**src/rtl/alu_pkg.sv**
```systemverilog
// Shared types for the sequential ALU: operation codes, controller states and
// the classifier that separates iterative ops from single-cycle ops.
package alu_pkg;

    typedef enum logic [3:0] {
        OP_AND  = 4'b0000,
        OP_OR   = 4'b0001,
        OP_ADD  = 4'b0010,
        OP_XOR  = 4'b0011,
        OP_SLL  = 4'b0100,
        OP_SRL  = 4'b0101,
        OP_SUB  = 4'b0110,
        OP_SLTU = 4'b0111,
        OP_SRA  = 4'b1000,
        OP_SLT  = 4'b1001,
        OP_MUL  = 4'b1010,
        OP_DIVU = 4'b1011,
        OP_REMU = 4'b1100
    } op_t;

    typedef enum logic [1:0] {
        IDLE = 2'd0,
        BUSY = 2'd1,
        DONE = 2'd2
    } state_t;

    function automatic logic is_iter(op_t op);
        return (op == OP_MUL) || (op == OP_DIVU) || (op == OP_REMU);
    endfunction

endpackage

```
**src/rtl/alu_muldiv_iter.sv**
```systemverilog
// Shared iterative engine: shift-add multiply (low half) and restoring divide,
// one iteration per step. Sequencing and the iteration count live in the parent.
module alu_muldiv_iter
    import alu_pkg::*;
#(
    parameter int WIDTH = 32
) (
    input  logic             clk,
    input  logic             rst_n,
    input  logic             start_i,
    input  logic [3:0]       mode_i,
    input  logic [WIDTH-1:0] a_i,
    input  logic [WIDTH-1:0] b_i,
    input  logic             step_i,
    input  logic             last_i,
    output logic             done_o,
    output logic [WIDTH-1:0] result_o
);

    // acc: product accumulator (MUL) or partial remainder (DIV).
    // sh_a: multiplier (MUL) or dividend shifting out / quotient shifting in (DIV).
    // sh_b: multiplicand (MUL) or divisor (DIV).
    logic [WIDTH:0]   acc_q, acc_d;
    logic [WIDTH-1:0] sh_a_q, sh_a_d;
    logic [WIDTH-1:0] sh_b_q, sh_b_d;
    op_t              mode_q, mode_d;
    logic [WIDTH:0]   trial, diff;

    assign trial = {acc_q[WIDTH-1:0], sh_a_q[WIDTH-1]};
    assign diff  = trial - {1'b0, sh_b_q};

    always_comb begin
        // NOTE: every _d gets a default first, so no path leaves it unassigned and no latch is inferred.
        acc_d  = acc_q;
        sh_a_d = sh_a_q;
        sh_b_d = sh_b_q;
        mode_d = mode_q;
        if (start_i) begin
            acc_d  = '0;
            sh_a_d = a_i;
            sh_b_d = b_i;
            mode_d = op_t'(mode_i);
        end else if (step_i) begin
            if (mode_q == OP_MUL) begin
                if (sh_a_q[0]) acc_d = acc_q + {1'b0, sh_b_q};
                sh_b_d = sh_b_q << 1;
                sh_a_d = sh_a_q >> 1;
            end else if (!diff[WIDTH]) begin
                acc_d  = diff;
                sh_a_d = {sh_a_q[WIDTH-2:0], 1'b1};
            end else begin
                acc_d  = trial;
                sh_a_d = {sh_a_q[WIDTH-2:0], 1'b0};
            end
        end
    end

    // Result reflects the state after the current step, so the parent can latch it on done.
    assign result_o = (mode_q == OP_DIVU) ? sh_a_d : acc_d[WIDTH-1:0];
    assign done_o   = step_i & last_i;

    // NOTE: sequential state uses non-blocking assignments; all engine registers clear on reset so an aborted op leaves nothing behind.
    always_ff @(posedge clk or negedge rst_n) begin
        if (!rst_n) begin
            acc_q  <= '0;
            sh_a_q <= '0;
            sh_b_q <= '0;
            mode_q <= OP_AND;
        end else begin
            acc_q  <= acc_d;
            sh_a_q <= sh_a_d;
            sh_b_q <= sh_b_d;
            mode_q <= mode_d;
        end
    end

endmodule

```
**src/rtl/seq_alu.sv**
```systemverilog
// Handshaked ALU: single-cycle ops answer one cycle after accept, MUL/DIVU/REMU
// run the iterative engine for WIDTH cycles. Result held until out_ready.
module seq_alu
    import alu_pkg::*;
#(
    parameter int WIDTH = 32
) (
    input  logic             clk,
    input  logic             rst_n,
    input  logic             in_valid,
    output logic             in_ready,
    input  logic [3:0]       op,
    input  logic [WIDTH-1:0] src_a,
    input  logic [WIDTH-1:0] src_b,
    output logic             out_valid,
    input  logic             out_ready,
    output logic [WIDTH-1:0] result,
    output logic             zero,
    output logic             busy
);

    localparam int SHW = $clog2(WIDTH);
    localparam logic [SHW:0] CNT_LAST = (SHW+1)'(WIDTH - 1);

    state_t           state_q, state_d;
    logic [SHW:0]     cnt_q, cnt_d;
    logic [WIDTH-1:0] result_q, result_d;
    logic             zero_q, zero_d;
    logic             accept, start, step;
    logic             eng_done;
    logic [WIDTH-1:0] eng_result;
    logic [WIDTH-1:0] alu_res;
    logic [SHW-1:0]   shamt;
    op_t              op_in;

    assign op_in = op_t'(op);
    assign shamt = src_b[SHW-1:0];

    always_ff @(posedge clk or negedge rst_n) begin
        if (!rst_n) state_q <= IDLE;
        else        state_q <= state_d;
    end

    always_comb begin
        state_d = state_q;
        case (state_q)
            IDLE:    if (accept)    state_d = is_iter(op_in) ? BUSY : DONE;
            BUSY:    if (eng_done)  state_d = DONE;
            DONE:    if (out_ready) state_d = IDLE;
            default:                state_d = IDLE;
        endcase
    end

    always_comb begin
        in_ready  = rst_n && (state_q == IDLE);
        busy      = (state_q == BUSY);
        out_valid = (state_q == DONE);
        accept    = in_valid && in_ready;
        start     = accept && is_iter(op_in);
        step      = busy;
    end

    always_comb begin
        alu_res = '0;
        case (op_in)
            OP_AND:  alu_res = src_a & src_b;
            OP_OR:   alu_res = src_a | src_b;
            OP_ADD:  alu_res = src_a + src_b;
            OP_XOR:  alu_res = src_a ^ src_b;
            OP_SLL:  alu_res = src_a << shamt;
            OP_SRL:  alu_res = src_a >> shamt;
            OP_SUB:  alu_res = src_a - src_b;
            OP_SLTU: alu_res = WIDTH'(src_a < src_b);
            OP_SRA:  alu_res = $signed(src_a) >>> shamt;
            OP_SLT:  alu_res = WIDTH'($signed(src_a) < $signed(src_b));
            default: alu_res = '0;
        endcase
    end

    always_comb begin
        cnt_d    = cnt_q;
        result_d = result_q;
        zero_d   = zero_q;
        if (start)     cnt_d = '0;
        else if (step) cnt_d = cnt_q + 1'b1;
        if (accept && !is_iter(op_in)) begin
            result_d = alu_res;
            zero_d   = (alu_res == '0);
        end else if (eng_done) begin
            result_d = eng_result;
            zero_d   = (eng_result == '0);
        end
    end

    always_ff @(posedge clk or negedge rst_n) begin
        if (!rst_n) begin
            cnt_q    <= '0;
            result_q <= '0;
            zero_q   <= 1'b0;
        end else begin
            cnt_q    <= cnt_d;
            result_q <= result_d;
            zero_q   <= zero_d;
        end
    end

    alu_muldiv_iter #(.WIDTH(WIDTH)) u_muldiv (
        .clk      (clk),
        .rst_n    (rst_n),
        .start_i  (start),
        .mode_i   (op),
        .a_i      (src_a),
        .b_i      (src_b),
        .step_i   (step),
        .last_i   (cnt_q == CNT_LAST),
        .done_o   (eng_done),
        .result_o (eng_result)
    );

    assign result = result_q;
    assign zero   = zero_q;

endmodule

```
**config.mk**
```make
export PLATFORM = sky130hd
export DESIGN_NAME = seq_alu
export DESIGN_NICKNAME = d
export VERILOG_FILES = /design/src/rtl/alu_pkg.sv /design/src/rtl/alu_muldiv_iter.sv /design/src/rtl/seq_alu.sv
export SDC_FILE = /design/constraint.sdc
export NUM_CORES = 1
export LEC_CHECK = 0
export BUFFER_PORTS_ARGS = -buffer_cell sky130_fd_sc_hd__buf_4
export CAP_MARGIN = 20
export CORE_MARGIN = 1
export CORE_UTILIZATION = 31
export CTS_BUF_LIST = sky130_fd_sc_hd__clkbuf_4 sky130_fd_sc_hd__clkbuf_8
export CTS_CLUSTER_SIZE = 20
export DETAILED_ROUTE_END_ITERATION = 7
export GPL_TIMING_DRIVEN = 0
export SYNTH_ARGS = -nofsm -noshare
export SYNTH_HDL_FRONTEND = slang
export SYNTH_SLANG_ARGS = --single-unit
export TNS_END_PERCENT = 30
```
**constraint.sdc**
```tcl
create_clock -name clk -period 5.4 [get_ports clk]
set_clock_uncertainty 0.2 [all_clocks]
set_input_delay 1.35 -clock clk [delete_from_list [all_inputs] [get_ports clk]]
set_output_delay 1.35 -clock clk [all_outputs]
set_load 0.05 [all_outputs]
```
==> results of run 1 <==
==> kinds of logic after synthesis <==
kind of cell | count (synthesis) | synth area share (%)
AOI/OAI and AO/OA | 1006 | 31.4
xor gates and xnor gates | 62 | 2.49
adders and majority gates | 168 | 9.77
buffers and inverters | 400 | 7.33
DFF | 141 | 16.2
muxes | 180 | 10.3
and+or+nand+nor | 1063 | 22.5
==> power groups by stage <==
| stage | logic (mW) | clock network, mW | registers, mW |
|---|---|---|---|
| final | 8.92 | 0.955 | 2.22 |
| after global routing | 9.41 | 0.986 | 2.24 |
| after CTS | 8.49 | 0.946 | 2.18 |
| after detailed placement | 8.38 | 0 | 2.20 |
| after global placement | 8.38 | 0 | 2.20 |
| after floorplan | 5.26 | 0 | 2.32 |
==> sequential cells by signal, indices dropped and copies added, names as in the netlist <==
register         count
cnt_q                6
result              32
state_q              2
u_muldiv.acc_q      32
u_muldiv.mode_q      4
u_muldiv.sh_a_q     32
u_muldiv.sh_b_q     32
zero                 1
==> synthesized netlist by cell type, types with 22 or more instances <==
cell type,count
o31ai_1,23
o22ai_1,39
nand2b_1,40
or3_1,22
ha_1,164
o211ai_1,39
a211oi_1,56
nand4_1,40
xnor2_1,39
a221oi_1,29
mux2i_1,107
o21ai_0,171
inv_1,175
and3_1,22
nor2b_1,25
buf_2,30
clkbuf_1,158
a21oi_1,239
a21o_1,32
nor3_1,52
xor2_1,23
a221o_1,35
dfrtp_1,141
nor2_1,300
nand2_1,396
mux4_2,30
mux2_2,32
o21a_1,24
nand3_1,56
a31oi_1,71
==> area by class of cell <==
cell class / instances / area (um^2)
clock inverter: 15 / 165
clock buffer: 17 / 234
timing repair buffer: 121 / 970
antenna: 4 / 10.0
inverter: 179 / 681
multi-input combinational: 2479 / 17000
sequential: 141 / 3530
tap: 931 / 1160
fill: 7568 / 44500
buffer: 215 / 965
==> metal layers <==
layer  track usage, %  vias up
met5            0.970        -
met4             17.4        2
met3             8.96      377
met2             46.9     2082
met1             48.3    13000
li1                 -    11500
==> metrics by stage <==
step / TNS (ns) / cell area [um^2] / power, mW
final: -0.0319 / 24700 / 12.1
after global routing: -0.0175 / 24700 / 12.6
after CTS: 0 / 24500 / 11.6
after detailed placement: -29.31 / 23800 / 10.6
after global placement: -100.77 / 23800 / 10.6
after floorplan: 0 / 21800 / 7.58
==> path summary, 6_finish.rpt <==
| check | slack [ns] | endpoint | depth (start not counted) | from |
|---|---|---|---|---|
| worst max register to register | 0.04 | zero$_DFFE_PN0P_ | 15 | u_muldiv.sh_b_q[0]$_DFFE_PN0P_ |
| worst max-delay path | -0.03 | zero$_DFFE_PN0P_ | 15 | op[0] |
| max in group asynchronous | 3.81 | u_muldiv.sh_b_q[29]$_DFFE_PN0P_ | 2 | rst_n |
| worst min-delay path | 0.30 | result[29]$_DFFE_PN0P_ | 1 | result[29]$_DFFE_PN0P_ |
| worst min register to register | 0.30 | result[29]$_DFFE_PN0P_ | 1 | result[29]$_DFFE_PN0P_ |
| min in group asynchronous | 0.48 | u_muldiv.sh_b_q[22]$_DFFE_PN0P_ | 1 | rst_n |
==> what timing repair did <==
item,in CTS,in global routing
setup buffers,4,6
hold buffers,0,0
pin swaps,2,7
cloned,1,0
resized for setup,57,54
endpoints found under the setup margin,21,4
==> qor.yml, run 1 <==
holdWs_ns: 0.303
synth-seq-cells: 141
seqPwrFrac_pct: 18.4
layout_setup_ws_ns: -0.0319
yosys.cell_types.count: 99
synth_area_leader_cell: "dfrtp_1"
pre_cts_ws_ns: -1.74
slew_violations: 0
p_switching_mw: 7.28
hold_path.class: "reg -> reg"
violations: "negative setup slack"
required_ns: 5.66
die_w_um: 267
wl_met2_mm: 48.8
routedWlPerCell_um: 30.5
power_per_cell_area_nw_per_um2: 490
most-common-layout-cells: "396 x nand2_1, 299 x nor2_1, 233 x a21oi_1, 175 x inv_1, 169 x o21ai_0"
ctsLongestPathBuffers: 2
p_sw_share_pct: 60.1
ioPinCount: 108
clock.fmax_ghz: 0.184
async_reset_ff_share_pct: 100
routed_wl_mm: 125
clock_sinks: 141
initial_core_util_pct: 31.6
overflow: 0
p_comb_share_pct: 73.7
worstPathCellList: "buf_2, buf_2, buf_2, buf_2, mux2i_1, o21ai_0, a211oi_1, o211ai_1, a211oi_2, nand2_1, nor4_2, nand4_1, nor4_2, a22oi_1, nand2_1"
cts-buffers-inserted: 17
end_kind: "register"
first_pass_iters: 6
hold_violations: 0
drive_gt1_share_pct: 11.8
ir_drop_mv: 0.314
syn_area_per_cell_um2: 7.23
grt_pass1_wl_mm: 177
io_buffers: 105
synth_top_area_share_pct: 16.2
dieArea_um2: 71500
clk_latency_ns: 0.53
final_common_cell: "nand2_1"
synthCells: 3020
dieHeight_um: 267
drtIter0Drc: 4212
routabilityCongestion: 1.07
period_share_pct: 101
vias: 26900
maxUsedRoutingLayer: "met5"
cpMostUsedCell: "buf_2"
synth_area_um2: 21800
path_buf_inv: 4
antenna_found_initial: 4
status: "complete, but fails checks"
slowest_delay_ns: 0.50
wl_met1_mm: 52.7
ant_nets: 0
num_rows: 96
synth_fp_nets: 3260
hpwl_mm: 99.1
cts_tree: "yes"
synth-edff-count: 0
path_clk_slew_ns: 0.09
p_int_mw: 4.82
grt_pass1_vias: 24400
grt_start_max_net_pins: 61
cpMaxStageDelayCell: "a211oi_1"
grt_usage_pct: 34.2
tightest_slew_ns: 1.19
wl_met3_mm: 16.1
clockRootBuffer: "clkbuf_8"
area_delta_synth_final_pct: 13.2
avgViaCountPerCell: 6.57
placed_cells: 4061
path_delay_family: "compound AO/OA/AOI/OAI gates"
drc: 0
worstSetupPathType: "in -> reg"
setup_viol: 1
final_nets: 3394
yosysSeqAreaShare_pct: 16.2
clkPwrFrac_pct: 7.9
utilization_pct: 35.7
p_leak_nw: 10.5
critPathMaxFanout: 10
core_um2: 69200
final_cells: 4102
synth_top_flop_cell: "dfrtp_1"
min_period_ns: 5.43
htree_levels: 4
ys_warn_count: 0
startpoint_type: "input port"
arrival_ns: 5.69
drv_cap: 0
synthTopCellsByArea: "dfrtp_1 16%, ha_1 9.4%, nand2_1 6.8%, a21oi_1 5.5%, nor2_1 5.2%"
slew_headroom_pct: 20.6
Note: power is estimated with default switching activity, not from simulation.
==> run 2, diff against run 1 <==
--- a/config.mk
+++ b/config.mk
@@ -7,12 +7,16 @@
 export LEC_CHECK = 0
 export BUFFER_PORTS_ARGS = -buffer_cell sky130_fd_sc_hd__buf_4
 export CAP_MARGIN = 20
+export CELL_PAD_IN_SITES_DETAIL_PLACEMENT = 1
+export CELL_PAD_IN_SITES_GLOBAL_PLACEMENT = 2
 export CORE_MARGIN = 1
 export CORE_UTILIZATION = 31
 export CTS_BUF_LIST = sky130_fd_sc_hd__clkbuf_4 sky130_fd_sc_hd__clkbuf_8
 export CTS_CLUSTER_SIZE = 20
 export DETAILED_ROUTE_END_ITERATION = 7
 export GPL_TIMING_DRIVEN = 0
+export PLACE_DENSITY_LB_ADDON = 0.1
+export REMOVE_ABC_BUFFERS = 1
 export SYNTH_ARGS = -nofsm -noshare
 export SYNTH_HDL_FRONTEND = slang
 export SYNTH_SLANG_ARGS = --single-unit
==> qor.yml, run 2 (synthesis results as in run 1) <==
power_mw: 11.9  # -1.3%
startpoint_type: "input port"
clkPwrFrac_pct: 7.7  # -0.2 points
dieHeight_um: 267  # unchanged
rsz0062_at_grt: "false"
overflow: 0  # unchanged
path_buf_inv: 2  # -2
io_buffers: 107  # +1.9%
slew_violations: 0  # unchanged
routabilityCongestion: 0.961  # -10%
clock_sinks: 141  # unchanged
worstSetupPathType: "in -> reg"
cts-buffers-inserted: 17  # unchanged
clockRootBuffer: "clkbuf_8"
fin_setup_tns_ns: 0  # +0.0319 ns
p_int_mw: 5.01  # +3.8%
p_switching_mw: 6.93  # -4.7%
worstPathCellList: "buf_6, clkinvlp_4, ha_2, nor4_1, a21oi_1, a21oi_1, nor2_1, o21ai_2, a31oi_1, o311ai_0, a21oi_1, o2111ai_1, nor4_2, a22oi_1, nand2_1"
arrival_ns: 5.54  # -0.15 ns
power_per_cell_area_nw_per_um2: 484  # -1.1%
num_rows: 96  # unchanged
dieArea_um2: 71500  # unchanged
drc: 0  # unchanged
cpMostUsedCell: "a21oi_1"
clk_latency_ns: 0.49  # -0.04 ns
ir_drop_mv: 0.294  # -6.4%
first_pass_iters: 8  # +2
required_ns: 5.58  # -0.08 ns
period_share_pct: 99.2  # -1.4 points
cp.depth: 15  # unchanged
seqPwrFrac_pct: 18.8  # +0.4 points
core_um2: 69200  # unchanged
p_comb_share_pct: 73.5  # -0.2 points
hold_path.class: "reg -> reg"
routedWlPerCell_um: 31.3  # +2.9%
grt_usage_pct: 34.0  # -0.20 points
status: "finished, final reports clean"
ioPinCount: 108  # unchanged
ant_nets: 0  # unchanged
drv_cap: 0  # unchanged
most-common-layout-cells: "395 x nand2_1, 292 x nor2_1, 234 x a21oi_1, 173 x inv_1, 168 x o21ai_0"
grt_start_max_net_pins: 76  # +25%
drtIter0Drc: 1973  # -53%
ctsLongestPathBuffers: 2  # unchanged
path_clk_slew_ns: 0.09  # about the same
grt_pass1_wl_mm: 179  # +0.75%
grt_pass1_vias: 25200  # +3.2%
avgViaCountPerCell: 6.33  # -3.6%
setup_viol: 0  # -1
vias: 24900  # -7.7%
holdWs_ns: 0.309  # +0.00539 ns
htree_levels: 4  # unchanged
slew_headroom_pct: 21.0  # +0.43 points
min_period_ns: 5.36  # -0.0744 ns
cts_tree: "yes"
drive_gt1_share_pct: 12.6  # +0.80 points
r2r_cells: 15  # unchanged
hold_buffers: 0  # unchanged
cpMaxStageDelayCell: "o311ai_0"
hpwl_mm: 96.4  # -2.7%
slowest_delay_ns: 0.65  # +0.15 ns
initial_core_util_pct: 31.6  # unchanged
clock.fmax_ghz: 0.187  # +1.4%
placed_area_um2: 23600  # -0.88%
p_sw_share_pct: 58.1  # -2.1 points
routed_wl_mm: 123  # -1.4%
final_common_cell: "nand2_1"
critPathMaxFanout: 32  # +22
die_w_um: 267  # unchanged
hold_violations: 0  # unchanged
final_nets: 3225  # -5.0%
end_kind: "register"
holdPathStages: 1  # unchanged
tightest_slew_ns: 1.18  # -0.0104 ns
path_delay_family: "compound AO/OA/AOI/OAI gates"
final_cell_area_um2: 24700  # -0.20%
area_delta_synth_final_pct: 13.0
p_leak_nw: 10.5  # -0.63%
antenna_found_initial: 4  # unchanged
## run 2: changes by cell type in the layout (fill, tap and decap cells not counted), sizes merged
| cell | before | now |
|---|---|---|
| buf | 176 | 161 |
| bufbuf | 1 | 2 |
| bufinv | 1 | 2 |
| clkbuf | 175 | 21 |
| clkdlybuf4s15 | 1 | 0 |
| clkdlybuf4s18 | 0 | 1 |
| clkinv | 4 | 5 |
| clkinvlp | 0 | 7 |
| diode | 4 | 1 |
| inv | 189 | 178 |
| nand2 | 396 | 397 |
## run 2: area by class of cell
cell class / count / area, um^2
diodes: 1 / 2.50
clock buffers: 19 / 249
clock inverters: 13 / 140
fillers: 8541 / 44500
inverters: 179 / 701
multi-input cells: 2480 / 17200
flip-flops and latches: 141 / 3530
well taps: 931 / 1160
repair buffers: 166 / 1730
## run 2: stage by stage
| stage | setup WS, ns | instances | utilization (%) |
|---|---|---|---|
| 2_1_floorplan | -2.94 | 2799 | - |
| 3_3_place_gp | -10.77 | 3837 | 33.1 |
| 3_5_place_dp | -2.31 | 3872 | 34.2 |
| 4_1_cts | 0.0225 | 3921 | 35.4 |
| 5_1_grt | 0.00158 | 3930 | 35.7 |
| 6_report | 0.0426 | 3930 | 35.7 |
## run 2: power by group through the flow
stage / registers, mW / clock network (mW) / logic [mW]
2_1_floorplan: 2.34 / 0 / 5.07
3_3_place_gp: 2.24 / 0 / 8.03
3_5_place_dp: 2.23 / 0 / 8.42
4_1_cts: 2.22 / 0.932 / 8.62
5_1_grt: 2.30 / 0.968 / 9.42
6_report: 2.25 / 0.914 / 8.78
## run 2: timing repair
item | 4_1_cts | 5_1_grt
gates cloned | 3 | 0
setup endpoints to repair | 21 | 2
resized for setup | 61 | 28
pin swaps | 7 | 5
setup buffers | 14 | 6
hold endpoints to repair | 0 | 0
## run 2: worst reg2reg max path, delay by kind of cell (launching register included)
kind | cells | cell delay [ns]
AND/OR/NAND/NOR | 5 | 1.12
buffers and inverters | 1 | 0.10
multiplexers | 1 | 0.27
flip-flops | 1 | 0.49
adder cells (fa/ha/maj) | 2 | 0.48
AO/OA/AOI/OAI | 6 | 2.45
## run 2: layer usage
metal  global-route usage (%)  share of wire [%]
met5                        0             0.0073
met4                     15.4                4.8
met3                     1.98                3.5
met2                     57.8                 47
met1                     44.1                 44
## run 2: worst paths after layout
check,end,start,slack (ns)
setup reg to reg,zero$_DFFE_PN0P_,u_muldiv.acc_q[0]$_DFF_PN0_,0.24
min in group asynchronous,cnt_q[0]$_DFFE_PN0P_,rst_n,0.53
max in group asynchronous,u_muldiv.sh_b_q[11]$_DFFE_PN0P_,rst_n,3.67
hold / removal,result[29]$_DFFE_PN0P_,result[29]$_DFFE_PN0P_,0.31
hold reg to reg,result[29]$_DFFE_PN0P_,result[29]$_DFFE_PN0P_,0.31
setup / recovery,zero$_DFFE_PN0P_,src_b[4],0.04
